## src/rtl/depremuat1_4_stream_if.sv

```systemverilog
// Handshake bus for depremuat1_4_stream.
// Serial coefficient input with valid/ready, and a parallel natural-order row output with valid/ready.
// master: the surrounding datapath. slave: the permutation buffer.
interface depremuat1_4_stream_if;
    logic               i_valid;
    logic signed [18:0] i_data;
    logic               i_ready;
    logic               o_valid;
    logic               o_ready;
    logic signed [18:0] o_0;
    logic signed [18:0] o_1;
    logic signed [18:0] o_2;
    logic signed [18:0] o_3;

    modport master (
        output i_valid, i_data, o_ready,
        input  i_ready, o_valid, o_0, o_1, o_2, o_3
    );

    modport slave (
        input  i_valid, i_data, o_ready,
        output i_ready, o_valid, o_0, o_1, o_2, o_3
    );
endinterface

```

## src/rtl/depremuat1_4_stream.sv

```systemverilog
// depremuat1_4_stream: 4-point inverse-permutation ping-pong buffer.
// Coefficients arrive serially in butterfly order {0,2,1,3}. Each one is written
// into its natural slot. Complete rows leave as four parallel words.
// Optional feature: define DEPREMUAT_BYPASS_EN to add i_bypass. A row started with
// i_bypass high uses the identity mapping, so the block acts as a plain
// serial-to-parallel buffer.
module depremuat1_4_stream (
    input  logic clk,
    input  logic rst_n,
`ifdef DEPREMUAT_BYPASS_EN
    input  logic i_bypass,
`endif
    depremuat1_4_stream_if.slave bus
);
    // Per-bank state: a bank is either filling/idle or holding a complete row.
    localparam logic [0:0] ST_EMPTY = 1'b0;
    localparam logic [0:0] ST_FULL  = 1'b1;

    logic [1:0][3:0][18:0] bank;
    logic [1:0][0:0]       bst;
    logic                  wr_bank;
    logic                  rd_bank;
    logic [1:0]            wr_cnt;
    logic                  in_fire;
    logic                  out_fire;
    logic                  row_done;
    logic                  byp_row;
    logic [1:0]            slot;

    // Handshakes are derived from registered bank state only.
    // There is no combinational path from o_ready to i_ready, nor from i_valid to o_valid.
    assign bus.i_ready = (bst[wr_bank] == ST_EMPTY);
    assign bus.o_valid = (bst[rd_bank] == ST_FULL);
    assign in_fire     = bus.i_valid && bus.i_ready;
    assign out_fire    = bus.o_valid && bus.o_ready;
    assign row_done    = in_fire && (wr_cnt == 2'd3);

`ifdef DEPREMUAT_BYPASS_EN
    logic byp_q;

    // The bypass choice is taken from the first coefficient of a row and held for the rest of the row.
    assign byp_row = (wr_cnt == 2'd0) ? i_bypass : byp_q;

    // Latch the bypass choice when a row starts.
    always_ff @(posedge clk or negedge rst_n) begin
        if (!rst_n)
            byp_q <= 1'b0;
        else if (in_fire && (wr_cnt == 2'd0))
            byp_q <= i_bypass;
    end
`else
    assign byp_row = 1'b0;
`endif

    // The butterfly order {0,2,1,3} is self-inverse: the slot index is wr_cnt with its two bits swapped.
    assign slot = byp_row ? wr_cnt : {wr_cnt[0], wr_cnt[1]};

    // Write-side pointer and row counter. While both banks are full, no write can fire, so wr_cnt holds.
    always_ff @(posedge clk or negedge rst_n) begin
        if (!rst_n) begin
            wr_cnt  <= 2'd0;
            wr_bank <= 1'b0;
        end else if (in_fire) begin
            wr_cnt <= wr_cnt + 2'd1;
            if (wr_cnt == 2'd3)
                wr_bank <= ~wr_bank;
        end
    end

    // Read-side pointer advances on every accepted row.
    always_ff @(posedge clk or negedge rst_n) begin
        if (!rst_n)
            rd_bank <= 1'b0;
        else if (out_fire)
            rd_bank <= ~rd_bank;
    end

    // Bank storage and per-bank EMPTY/FULL state.
    // The fill and the pop in the same cycle always target different banks,
    // because a write needs an empty bank and a pop needs a full one.
    always_ff @(posedge clk or negedge rst_n) begin
        if (!rst_n) begin
            bank <= '0;
            for (int b = 0; b < 2; b++)
                bst[b] <= ST_EMPTY;
        end else begin
            if (in_fire)
                bank[wr_bank][slot] <= bus.i_data;
            for (int b = 0; b < 2; b++) begin
                if (row_done && (wr_bank == 1'(b)))
                    bst[b] <= ST_FULL;
                else if (out_fire && (rd_bank == 1'(b)))
                    bst[b] <= ST_EMPTY;
            end
        end
    end

    // Present the head row, forced to zero when no row is valid.
    always_comb begin
        bus.o_0 = '0;
        bus.o_1 = '0;
        bus.o_2 = '0;
        bus.o_3 = '0;
        if (bus.o_valid) begin
            bus.o_0 = bank[rd_bank][0];
            bus.o_1 = bank[rd_bank][1];
            bus.o_2 = bank[rd_bank][2];
            bus.o_3 = bank[rd_bank][3];
        end
    end
endmodule

```

## src/flat_wrapper.sv

```systemverilog
// flat-port wrapper written by rule: the top's interface ports become plain ports
module depremuat1_4_stream_flat 
  (clk, rst_n, bus_i_valid, bus_i_data, bus_o_ready, bus_i_ready, bus_o_valid, bus_o_0, bus_o_1, bus_o_2, bus_o_3);
  depremuat1_4_stream_if bus_i ();
  input  logic clk;
  input  logic rst_n;
  input wire logic [$bits(bus_i.i_valid)-1:0] bus_i_valid;
  input wire logic [$bits(bus_i.i_data)-1:0] bus_i_data;
  input wire logic [$bits(bus_i.o_ready)-1:0] bus_o_ready;
  output wire logic [$bits(bus_i.i_ready)-1:0] bus_i_ready;
  output wire logic [$bits(bus_i.o_valid)-1:0] bus_o_valid;
  output wire logic [$bits(bus_i.o_0)-1:0] bus_o_0;
  output wire logic [$bits(bus_i.o_1)-1:0] bus_o_1;
  output wire logic [$bits(bus_i.o_2)-1:0] bus_o_2;
  output wire logic [$bits(bus_i.o_3)-1:0] bus_o_3;
  assign bus_i.i_valid = bus_i_valid;
  assign bus_i.i_data = bus_i_data;
  assign bus_i.o_ready = bus_o_ready;
  assign bus_i_ready = bus_i.i_ready;
  assign bus_o_valid = bus_i.o_valid;
  assign bus_o_0 = bus_i.o_0;
  assign bus_o_1 = bus_i.o_1;
  assign bus_o_2 = bus_i.o_2;
  assign bus_o_3 = bus_i.o_3;
  depremuat1_4_stream u_core (.clk(clk), .rst_n(rst_n), .bus(bus_i));
endmodule
```

## config.mk

```make
export PLATFORM = sky130hd
export DESIGN_NAME = depremuat1_4_stream_flat
export DESIGN_NICKNAME = d
export VERILOG_FILES = /design/src/rtl/depremuat1_4_stream_if.sv /design/src/rtl/depremuat1_4_stream.sv /design/src/flat_wrapper.sv
export SDC_FILE = /design/constraint.sdc
export NUM_CORES = 1
export LEC_CHECK = 0
export ABC_AREA = 1
export CORE_MARGIN = 3
export CORE_UTILIZATION = 51
export DETAILED_ROUTE_END_ITERATION = 8
export GPL_TIMING_DRIVEN = 0
export PLACE_DENSITY_LB_ADDON = 0.3
export SYNTH_ARGS = -nofsm -noshare
export SYNTH_HDL_FRONTEND = slang
export SYNTH_SLANG_ARGS = --single-unit
```

## constraint.sdc

```tcl
create_clock -name clk -period 1.4 [get_ports clk]
set_input_delay 0.28 -clock clk [delete_from_list [all_inputs] [get_ports clk]]
set_output_delay 0.28 -clock clk [all_outputs]
set_load 0.05 [all_outputs]
```

==> summary.txt, run 1 <==
Timing
  • RSZ-0062 raised after global routing: yes
  • Worst slew margin: 45.72%
  • Final hold violation count: 0
  • Worst Tran Pin Value: 0.8142 ns
  • Tmin final: 2.334 ns
  • Tcrit/Tclk final: 166.7%
  • Max Fclk: 0.4285 GHz
  • Final Skew: 0.01099 ns
  • Final Slew Violations: 0
  • Final setup fails: 236
  • Final worst setup slack: -0.9336 ns

Critical path
  • CP most frequent cell: nand2_1
  • Buf+Inv Stages, Crit Path: 4
  • Crit start category: flop
  • FF-to-FF path depth: 11
  • Cell family with most CP delay: buffers and inverters
  • Setup CP Type: reg2out
  • Worst Path Arrival: 2.05 ns
  • Reg2reg start: u_core.bst[1]
  • Crit. End Element: output port
  • Required time worst endpoint: 1.12 ns
  • Max stage delay on crit path: 0.37 ns
  • Reg2Reg Setup Slack: -0.73 ns
  • Crit path max fanout: 10
  • Worst path cell trace: buf_6, buf_2, nand2_1, nand2_1, nand2_1, clkinvlp_4, buf_6
  • Crit-path slowest cell: dfrtp_1
  • Worst R2R End: u_core.bank[111]

Drt
  • Wire per inst: 24.43 um
  • Drc violations: 16
  • Ratio of routed vias to standard cells: 6.552
  • TritonRoute pass-1 iters: 9
  • Vias: 10274
  • Starting DRC count in detailed routing: 2131
  • Final WL: 38.31 mm
  • Antenna viol nets, final: 0

Floorplanning
  • Die ar.: 0.01814 sq mm
  • Starting density of the core: 52.59%
  • Cell Rows: 46
  • CORE AREA: 0.01606 sq mm
  • Die span in x: 134.7 um
  • # IOs: 101
  • Die H: 134.7 um

Synth
  • Post-synthesis sequential element count: 158
  • Mean post-synth cell area: 7.298 sq um
  • Syn Std Cell Area: 0.008444 sq mm
  • Seq/Total Area, Yosys: 46.82%
  • Ys async rst share: 100.0%
  • Count leader, synth: nand2_1
  • Ys Warns: 0
  • Top cells by area, synth: dfrtp_1, nand2_1, nand4_1
  • Post-synth EDFFs: 0
  • Mapped Nets: 1184
  • Synth area leader: dfrtp_1
  • Post-synth top flop: dfrtp_1
  • Post-synth top area share: 46.82%
  • Mapped Cells: 1157
  • Top post-synthesis cells by count: nand2_1, dfrtp_1, nand4_1, inv_1, buf_2
  • Netlist cell types: 22

Placement
  • Placed Area: 0.01007 sq mm
  • Post-DP HPWL: 16.75 mm
  • Gpl congestion: 0.8768
  • Pre-CTS setup slack: -1.065 ns
  • PortBufs: 80
  • Placed Cells: 1454

Clock network
  • CTS Sinks: 158
  • TritonCTS buffer count: 17
  • Clock Tree Root: clkbuf_16
  • CTS tree: done
  • Max clock buf depth: 2
  • Worst-path clk slew: 0.07 ns
  • Clock latency at the later pin of the worst-skew pair: 0.44 ns
  • Htree depth: 4

Cells and area
  • Layout cell share with drive strength beyond 1: 36.39%
  • N_diodes: 0
  • Final instance area: 0.01268 sq mm
  • Final Core Density: 78.96%
  • Synthesis-to-finish area growth: 50.16%
  • Final #Nets: 1366
  • Non-Filler Instances: 1568

GRT
  • Antenna violations before repair: 1
  • First-pass GRT wire length: 44.72 mm
  • Vias in the first global route: 8576
  • Grt met3 use: 7.452%
  • Global routing's busiest layer: met2
  • Overall Global Routing Usage: 31.52%
  • Overflow after GRT: 0
  • Largest net degree at the start of global routing: 82
  • M1 GR Usage: 40.19%
  • GR Util met2: 48.14%

Min path
  • Hold Path Origin: bus_i_data[18]
  • Hold EP: u_core.bank[113]
  • Hold Path Class: in2reg
  • Hold path depth: 3

Pwr
  • Combinational power share: 57.6%
  • Total power: 30.60 mW
  • Worst vdd ir: 1.168 mV
  • PD cells: 2413 mW/mm^2
  • Leak: 6.364 nW
  • Register share of total power: 26.4%
  • Net load switching power: 13.68 mW
  • Internal power: 16.92 mW
  • Clk pwr share: 16.0%
  • Net Sw Frac: 44.71%

Job
  • Max_cap viols: 0

Outcome
  • Violated checks: DRC, setup timing
  • Status: finished, violations left
[how the worst max path moves through the flow]
stage | startpoint | endpoint | cells past startpoint
5_1_grt | u_core.rd_bank | bus_o_3[0] | 9
2_1_floorplan | u_core.rd_bank | bus_o_1[15] | 7
6_report | u_core.rd_bank | bus_o_1[14] | 7
3_5_place_dp | u_core.rd_bank | bus_o_1[15] | 7
4_1_cts | u_core.rd_bank | bus_o_1[17] | 9
3_3_place_gp | rst_n | u_core.bank[11] | 1
[worst min-delay path, delay by kind of cell]
kind	cells	cell delay, ns
buffers and inverters	1	0.17
and+or+nand+nor	2	0.17
[logic make-up after synthesis]
logic type               synth area share [%]
AND/OR/NAND/NOR                         40.94
buffers and inverters                   11.36
flip-flops                              46.82
AO/OA/AOI/OAI                          0.2815
adder cells (fa/ha/maj)                0.5927
[power groups by stage]
stage / combinational [mW] / sequential (mW) / clock [mW]
3_3_place_gp: 10.1 / 7.63 / 0
5_1_grt: 18.2 / 8.15 / 5.01
4_1_cts: 12.5 / 7.64 / 4.76
2_1_floorplan: 7.80 / 7.42 / 0
6_report: 17.6 / 8.07 / 4.90
3_5_place_dp: 10.3 / 7.68 / 0
[per-stage QoR]
stage	setup TNS, ns	hold WS (ns)
2_1_floorplan	-4.297	-0.01559
3_3_place_gp	-1083.81	0.4535
3_5_place_dp	-89.73	0.3621
4_1_cts	-53.86	0.1988
5_1_grt	-125.55	0.2293
6_report	-117.27	0.2125
[routing by layer]
layer,routed length [um],vias up
met2,15690,1181
met4,4186,2
met1,12450,4613
li1,-,4018
met5,59,-
met3,5924,460
[cell type report]
class	count	area, sq um
clock inverters	11	138.9
well taps	216	270.3
fillers	846	3378
inverters	91	636.9
repair buffers	164	2191
multi-input cells	801	3973
clock buffers	21	470.5
flip-flops and latches	158	3955
plain buffers	106	1045
[cells in the final DEF, fill, tap and decap left out, types with 3 or more instances in the layout]
cell type	instances
buf_4	44
inv_2	7
ha_4	3
nand2_4	20
dfrtp_1	157
clkbuf_8	6
bufinv_16	3
buf_2	15
buf_8	52
nand3_4	8
clkbuf_2	19
buf_6	91
nand4_1	152
nor2_4	4
buf_12	15
clkinv_2	5
inv_1	4
nand2_2	72
clkbuf_16	36
clkinvlp_4	78
nand3_1	3
nand2_1	531
inv_4	4
clkbuf_1	5
[flip-flops by register name (all words and copies together), names as in the netlist]
register	count
u_core.wr_cnt	2
u_core.bst	2
u_core.bank	152
u_core.rd_bank	1
u_core.wr_bank	1
[timing repair]
action / 4_1_cts / 5_1_grt
hold buffers: 1 / 0
gates resized for setup: 639 / 170
endpoints found under the setup margin: 205 / 312
pin swaps: 16 / 67
endpoints found under the hold margin: 80 / 0
setup buffers: 39 / 20
gates cloned: 6 / 21
Power figures use the tool's default switching activity.
==> run 2: changes to the inputs <==
--- a/config.mk
+++ b/config.mk
@@ -8,6 +8,7 @@
 export ABC_AREA = 1
 export CORE_MARGIN = 3
 export CORE_UTILIZATION = 51
+export CTS_BUF_LIST = sky130_fd_sc_hd__clkbuf_4 sky130_fd_sc_hd__clkbuf_8 sky130_fd_sc_hd__clkbuf_16
 export DETAILED_ROUTE_END_ITERATION = 8
 export GPL_TIMING_DRIVEN = 0
 export PLACE_DENSITY_LB_ADDON = 0.3
==> summary.txt, run 2 (synthesis results as in run 1) <==
Critical path
  • Crit-path slowest cell: dfrtp_1
  • FF-to-FF path depth: 10
  • Reg2reg start: u_core.wr_bank
  • Crit path max fanout: 10
  • Max stage delay on crit path: 0.37 ns
  • Required time worst endpoint: 1.12 ns
  • Worst R2R End: u_core.bank[100]
  • Crit. End Element: output port
  • Worst Path Arrival: 1.93 ns
  • CP most frequent cell: buf_12
  • Crit start category: flop
  • Reg2Reg Setup Slack: -0.27 ns
  • Worst path cell trace: buf_6, o21ai_4, buf_12, buf_12, buf_12, nand2_2, clkinvlp_4, buf_8
  • Setup CP Type: reg2out

Drt
  • Antenna viol nets, final: 0
  • Ratio of routed vias to standard cells: 5.997
  • Drc violations: 0
  • TritonRoute pass-1 iters: 8
  • Vias: 9272
  • Final WL: 31.98 mm
  • Starting DRC count in detailed routing: 1442
  • Wire per inst: 20.68 um

Clock network
  • TritonCTS buffer count: 17
  • Htree depth: 4
  • Max clock buf depth: 2
  • CTS Sinks: 158
  • Clock Tree Root: clkbuf_16
  • Clock latency at the later pin of the worst-skew pair: 0.44 ns
  • Worst-path clk slew: 0.07 ns
  • CTS tree: done

Timing
  • Worst Tran Pin Value: 0.6574 ns
  • Final hold violation count: 0
  • RSZ-0062 raised after global routing: yes
  • Max Fclk: 0.4515 GHz
  • Final worst setup slack: -0.8148 ns
  • Final Slew Violations: 0
  • Final setup fails: 233
  • Hold Slack: 0.2083 ns
  • Final Skew: 0.01117 ns
  • Worst slew margin: 56.17%
  • Tmin final: 2.215 ns
  • Tcrit/Tclk final: 158.2%

GRT
  • Overall Global Routing Usage: 30.75%
  • Largest net degree at the start of global routing: 82
  • Overflow after GRT: 0
  • Antenna violations before repair: 1
  • First-pass GRT wire length: 43.88 mm
  • Vias in the first global route: 8414

Job
  • Max_cap viols: 0

Min path
  • Hold path depth: 3
  • Hold Path Class: in2reg
  • Hold Path Origin: bus_i_data[18]
  • Hold EP: u_core.bank[113]

Outcome
  • Violated checks: setup timing
  • Status: finished, violations left

Cells and area
  • Commonest non-fill, non-tap cell in the layout: nand2_1
  • Biggest regs: u_core.bank x152, u_core.bst x2, u_core.wr_cnt x2
  • Layout cell share with drive strength beyond 1: 38.22%
  • Final #Nets: 1343
  • Commonest cells after routing, fill and taps aside: nand2_1, dfrtp_1, nand4_1
  • Max FFs per register: 152
  • Final Core Density: 76.68%
  • Non-Filler Instances: 1546
  • Biggest register: u_core.bank
  • Synthesis-to-finish area growth: 45.81%

Floorplanning
  • Die span in x: 134.7 um
  • Cell Rows: 46
  • Starting density of the core: 52.59%
  • Die H: 134.7 um
  • CORE AREA: 0.01606 sq mm
  • Die ar.: 0.01814 sq mm
  • # IOs: 101

Pwr
  • Leak: 6.250 nW
  • PD cells: 2237 mW/mm^2
  • Total power: 27.55 mW
  • Worst vdd ir: 1.286 mV

Placement
  • PortBufs: 80
  • Gpl congestion: 0.8768
  • Post-DP HPWL: 16.75 mm
  • Pre-CTS setup slack: -1.065 ns
  • Placed Cells: 1454
-- run 2: cell type report --
cell class	instances	area (sq um)
clock buffers	21	474.2
diodes	1	2.502
fillers	970	3745
inverters	91	631.9
repair buffers	140	1784
flip-flops and latches	158	3956
multi-input cells	801	4094
clock inverters	11	138.9
well taps	216	270.3
plain buffers	107	960.9
-- run 2: critical path: cells and delay by family (launching register included) --
family	cells	cell delay (ns)
AND/OR/NAND/NOR	1	0.08
buffers and inverters	6	0.84
AO/OA/AOI/OAI	1	0.17
flip-flops	1	0.37
-- run 2: repair_timing --
action / in CTS / in global routing
cloned: 4 / 7
hold endpoints to repair: 80 / 0
pin swaps: 13 / 10
buffers inserted: 37 / 11
gates resized for setup: 643 / 190
endpoints found under the setup margin: 205 / 311
hold buffers: 1 / 0
-- run 2: layer usage --
metal  global-route usage (%)  part of all wire (%)
met1                    39.16                    35
met2                    48.00                    45
met3                    7.079                    12
met4                    18.55                   7.7
met5                        0                     0
-- run 2: worst max-delay path by stage --
stage,start,to,slack (ns),cells past startpoint
floorplan,u_core.rd_bank,bus_o_1[15],-0.09,7
global placement,rst_n,u_core.bank[11],-6.34,1
detailed placement,u_core.rd_bank,bus_o_1[15],-1.07,7
CTS,u_core.rd_bank,bus_o_1[17],-0.74,9
global route,u_core.rd_bank,bus_o_3[7],-0.84,9
finish,u_core.rd_bank,bus_o_3[4],-0.81,8
-- run 2: power breakdown --
| part | switching (mW) | total (mW) | internal [mW] | leakage [nW] |
|---|---|---|---|---|
| Clock | 1.95 | 4.90 | 2.95 | 0.302 |
| Combinational | 8.88 | 14.6 | 5.77 | 3.92 |
| Sequential | 1.42 | 8.01 | 6.58 | 2.03 |
-- run 2: through the flow --
step	instance area, sq um	TNS (ns)
finish	12310	-82.88
global route	12310	-89.40
CTS	11470	-54.09
detailed placement	10070	-89.73
global placement	10040	-1083.81
floorplan	8967	-4.297
==> run 3: changes to the inputs <==
--- a/config.mk
+++ b/config.mk
@@ -5,9 +5,10 @@
 export SDC_FILE = /design/constraint.sdc
 export NUM_CORES = 1
 export LEC_CHECK = 0
-export ABC_AREA = 1
+export CELL_PAD_IN_SITES_DETAIL_PLACEMENT = 1
+export CELL_PAD_IN_SITES_GLOBAL_PLACEMENT = 1
 export CORE_MARGIN = 3
-export CORE_UTILIZATION = 51
+export CORE_UTILIZATION = 41
 export CTS_BUF_LIST = sky130_fd_sc_hd__clkbuf_4 sky130_fd_sc_hd__clkbuf_8 sky130_fd_sc_hd__clkbuf_16
 export DETAILED_ROUTE_END_ITERATION = 8
 export GPL_TIMING_DRIVEN = 0
==> summary.txt, run 3 <==
Cells and area
  • Commonest non-fill, non-tap cell in the layout: dfrtp_1
  • Fill cell count: 1362
  • Final instance area: 0.01095 sq mm
  • Synthesis-to-finish area growth: 57.56%
  • N_diodes: 0
  • Register area: 0.003954 sq mm
  • Multi-input logic area: 0.003844 sq mm
  • Final #Nets: 648
  • Max FFs per register: 152
  • Commonest cells after routing, fill and taps aside: dfrtp_1, mux2_4, buf_6
  • Biggest regs: u_core.bank x152, u_core.bst x2, u_core.wr_cnt x2
  • Biggest register: u_core.bank
  • Layout cell share with drive strength beyond 1: 69.24%

Placement
  • PortBufs: 99
  • Post-DP HPWL: 12.58 mm
  • Pre-CTS setup slack: -1.055 ns
  • Gpl congestion: 0.7648
  • Placed Area: 0.009046 sq mm

Clock network
  • Max clock buf depth: 2
  • Worst-path clk slew: 0.07 ns
  • Clock latency at the later pin of the worst-skew pair: 0.44 ns
  • CTS Sinks: 158
  • CTS tree: done
  • TritonCTS buffer count: 17
  • Clock Tree Root: clkbuf_16
  • Htree depth: 4

Critical path
  • Worst Path Arrival: 1.91 ns
  • Crit. End Element: output port
  • Crit path max fanout: 7
  • Worst path cell trace: buf_4, nor2b_4, buf_12, buf_12, clkbuf_16, a22o_4, buf_6
  • Setup CP Type: reg2out
  • Max stage delay on crit path: 0.42 ns
  • Crit start category: flop
  • Crit-path slowest cell: dfrtp_1
  • Required time worst endpoint: 1.12 ns
  • CP most frequent cell: buf_12

Timing
  • Final hold violation count: 0
  • Worst Tran Pin Value: 0.5853 ns
  • Final setup fails: 233
  • Worst slew margin: 60.98%
  • Final Slew Violations: 0
  • Tmin final: 2.190 ns
  • RSZ-0062 raised after global routing: yes
  • Tcrit/Tclk final: 156.4%
  • Max Fclk: 0.4567 GHz
  • Final Skew: 0.01419 ns
  • Final worst setup slack: -0.7896 ns

Floorplanning
  • Die ar.: 0.01855 sq mm
  • Die span in x: 136.2 um
  • CORE AREA: 0.01623 sq mm
  • Cell Rows: 46
  • Die H: 136.2 um
  • # IOs: 101
  • Starting density of the core: 42.82%

Job
  • Max_cap viols: 0

Drt
  • Wire per inst: 31.35 um
  • Vias: 4929
  • Ratio of routed vias to standard cells: 5.799
  • Antenna viol nets, final: 0
  • Drc violations: 0
  • Final WL: 26.65 mm
  • Starting DRC count in detailed routing: 353
  • TritonRoute pass-1 iters: 4

GRT
  • Overflow after GRT: 0
  • Largest net degree at the start of global routing: 104
  • Overall Global Routing Usage: 26.83%
  • Antenna violations before repair: 0
  • Vias in the first global route: 5579
  • First-pass GRT wire length: 36.25 mm

Synth
  • Top cells by area, synth: dfrtp_1, mux2_2, a22o_1
  • Post-synth top area share: 56.90%
  • Mapped Cells: 452
  • Syn Std Cell Area: 0.006949 sq mm
  • Post-synth top flop: dfrtp_1
  • Post-synthesis sequential element count: 158
  • Synth area leader: dfrtp_1
  • Ys async rst share: 100.0%
  • Seq/Total Area, Yosys: 56.90%
  • Post-synth EDFFs: 0
  • Ys Warns: 0
  • Top post-synthesis cells by count: dfrtp_1, mux2_2, a22o_1, mux2_4, buf_2
  • Mean post-synth cell area: 15.37 sq um
  • Mapped Nets: 479
  • Netlist cell types: 26
  • Count leader, synth: dfrtp_1

Outcome
  • Violated checks: setup timing
  • Status: finished, violations left

Pwr
  • Leak: 5.260 nW
  • Worst vdd ir: 1.140 mV
  • PD cells: 2552 mW/mm^2

Min path
  • Hold Path Class: in2reg
-- run 3: cell types whose count changed after synthesis, moves of 17 or more --
cell,before,now
inv_1,90,2
buf_2,45,13
a22o_1,0,76
mux2_2,0,115
nand2_1,623,8
mux2_4,0,30
nand4_1,152,0
clkbuf_2,17,0
-- run 3: critical path: cells and delay by family, from the launching register on --
kind	cells	cell delay, ns
buffers and inverters	5	0.80
DFF	1	0.42
AOI/OAI and AO/OA	1	0.12
and+or+nand+nor	1	0.13
-- run 3: cell families after synthesis --
group,Yosys count,share of synthesized area (%)
buffers and inverters,33,3.097
and+or+nand+nor,22,2.701
adders and majority gates,4,0.7202
AOI/OAI and AO/OA,80,9.903
DFF,158,56.90
muxes,154,26.56
xor gates and xnor gates,1,0.1261
-- run 3: power breakdown --
group          internal, mW  leakage, nW  switching (mW)
combinational          7.18         3.05            6.70
sequential             6.88         1.91            2.12
clock                  3.06        0.305            2.02
-- run 3: final timing paths --
kind	cells after the start	to	startpoint	slack, ns
min in group asynchronous	2	u_core.bank[31]	rst_n	0.40
worst min-delay path	3	u_core.wr_cnt[0]	bus_i_valid	0.27
worst min register to register	1	u_core.bank[134]	u_core.bank[134]	0.52
max in group asynchronous	3	u_core.bank[23]	rst_n	0.07
worst max register to register	5	u_core.bank[106]	u_core.bst[1]	-0.43
worst max-delay path	7	bus_o_2[17]	u_core.rd_bank	-0.79
-- run 3: metal layers --
metal / routed length [um] / part of all wire, % / global-route usage (%)
met1: 11130 / 42 / 34.31
met2: 13700 / 51 / 45.73
met3: 976 / 3.7 / 4.700
met4: 845 / 3.2 / 9.910
met5: 0 / 0 / 0
-- run 3: through the flow --
stage               hold WS, ns  cells  setup TNS, ns  power [mW]  util [%]
floorplan              -0.01559    452         -26.88       16.34         -
global placement         0.4944    767       -1092.46       18.71     55.56
detailed placement       0.2800    768        -119.23       19.24     55.74
CTS                      0.2016    844         -85.78       26.64     66.23
global route             0.2789    850        -112.17       28.82     67.46
finish                   0.2669    850        -101.44       27.95     67.46
-- run 3: repair_timing --
item,4_1_cts,5_1_grt
hold endpoints to repair,55,0
pin swaps,11,5
setup buffers,36,3
setup endpoints to repair,233,311
hold buffers,1,0
gates cloned,8,4
resized for setup,691,22
-- run 3: final cells by class --
cell class	count	share of cell area, %
buffer	29	4.091
clock buffer	23	4.582
clock inverter	9	1.200
inverter	2	0.1600
multi-input combinational	261	35.10
sequential	158	36.11
tap	216	2.468
timing repair buffer	152	16.28
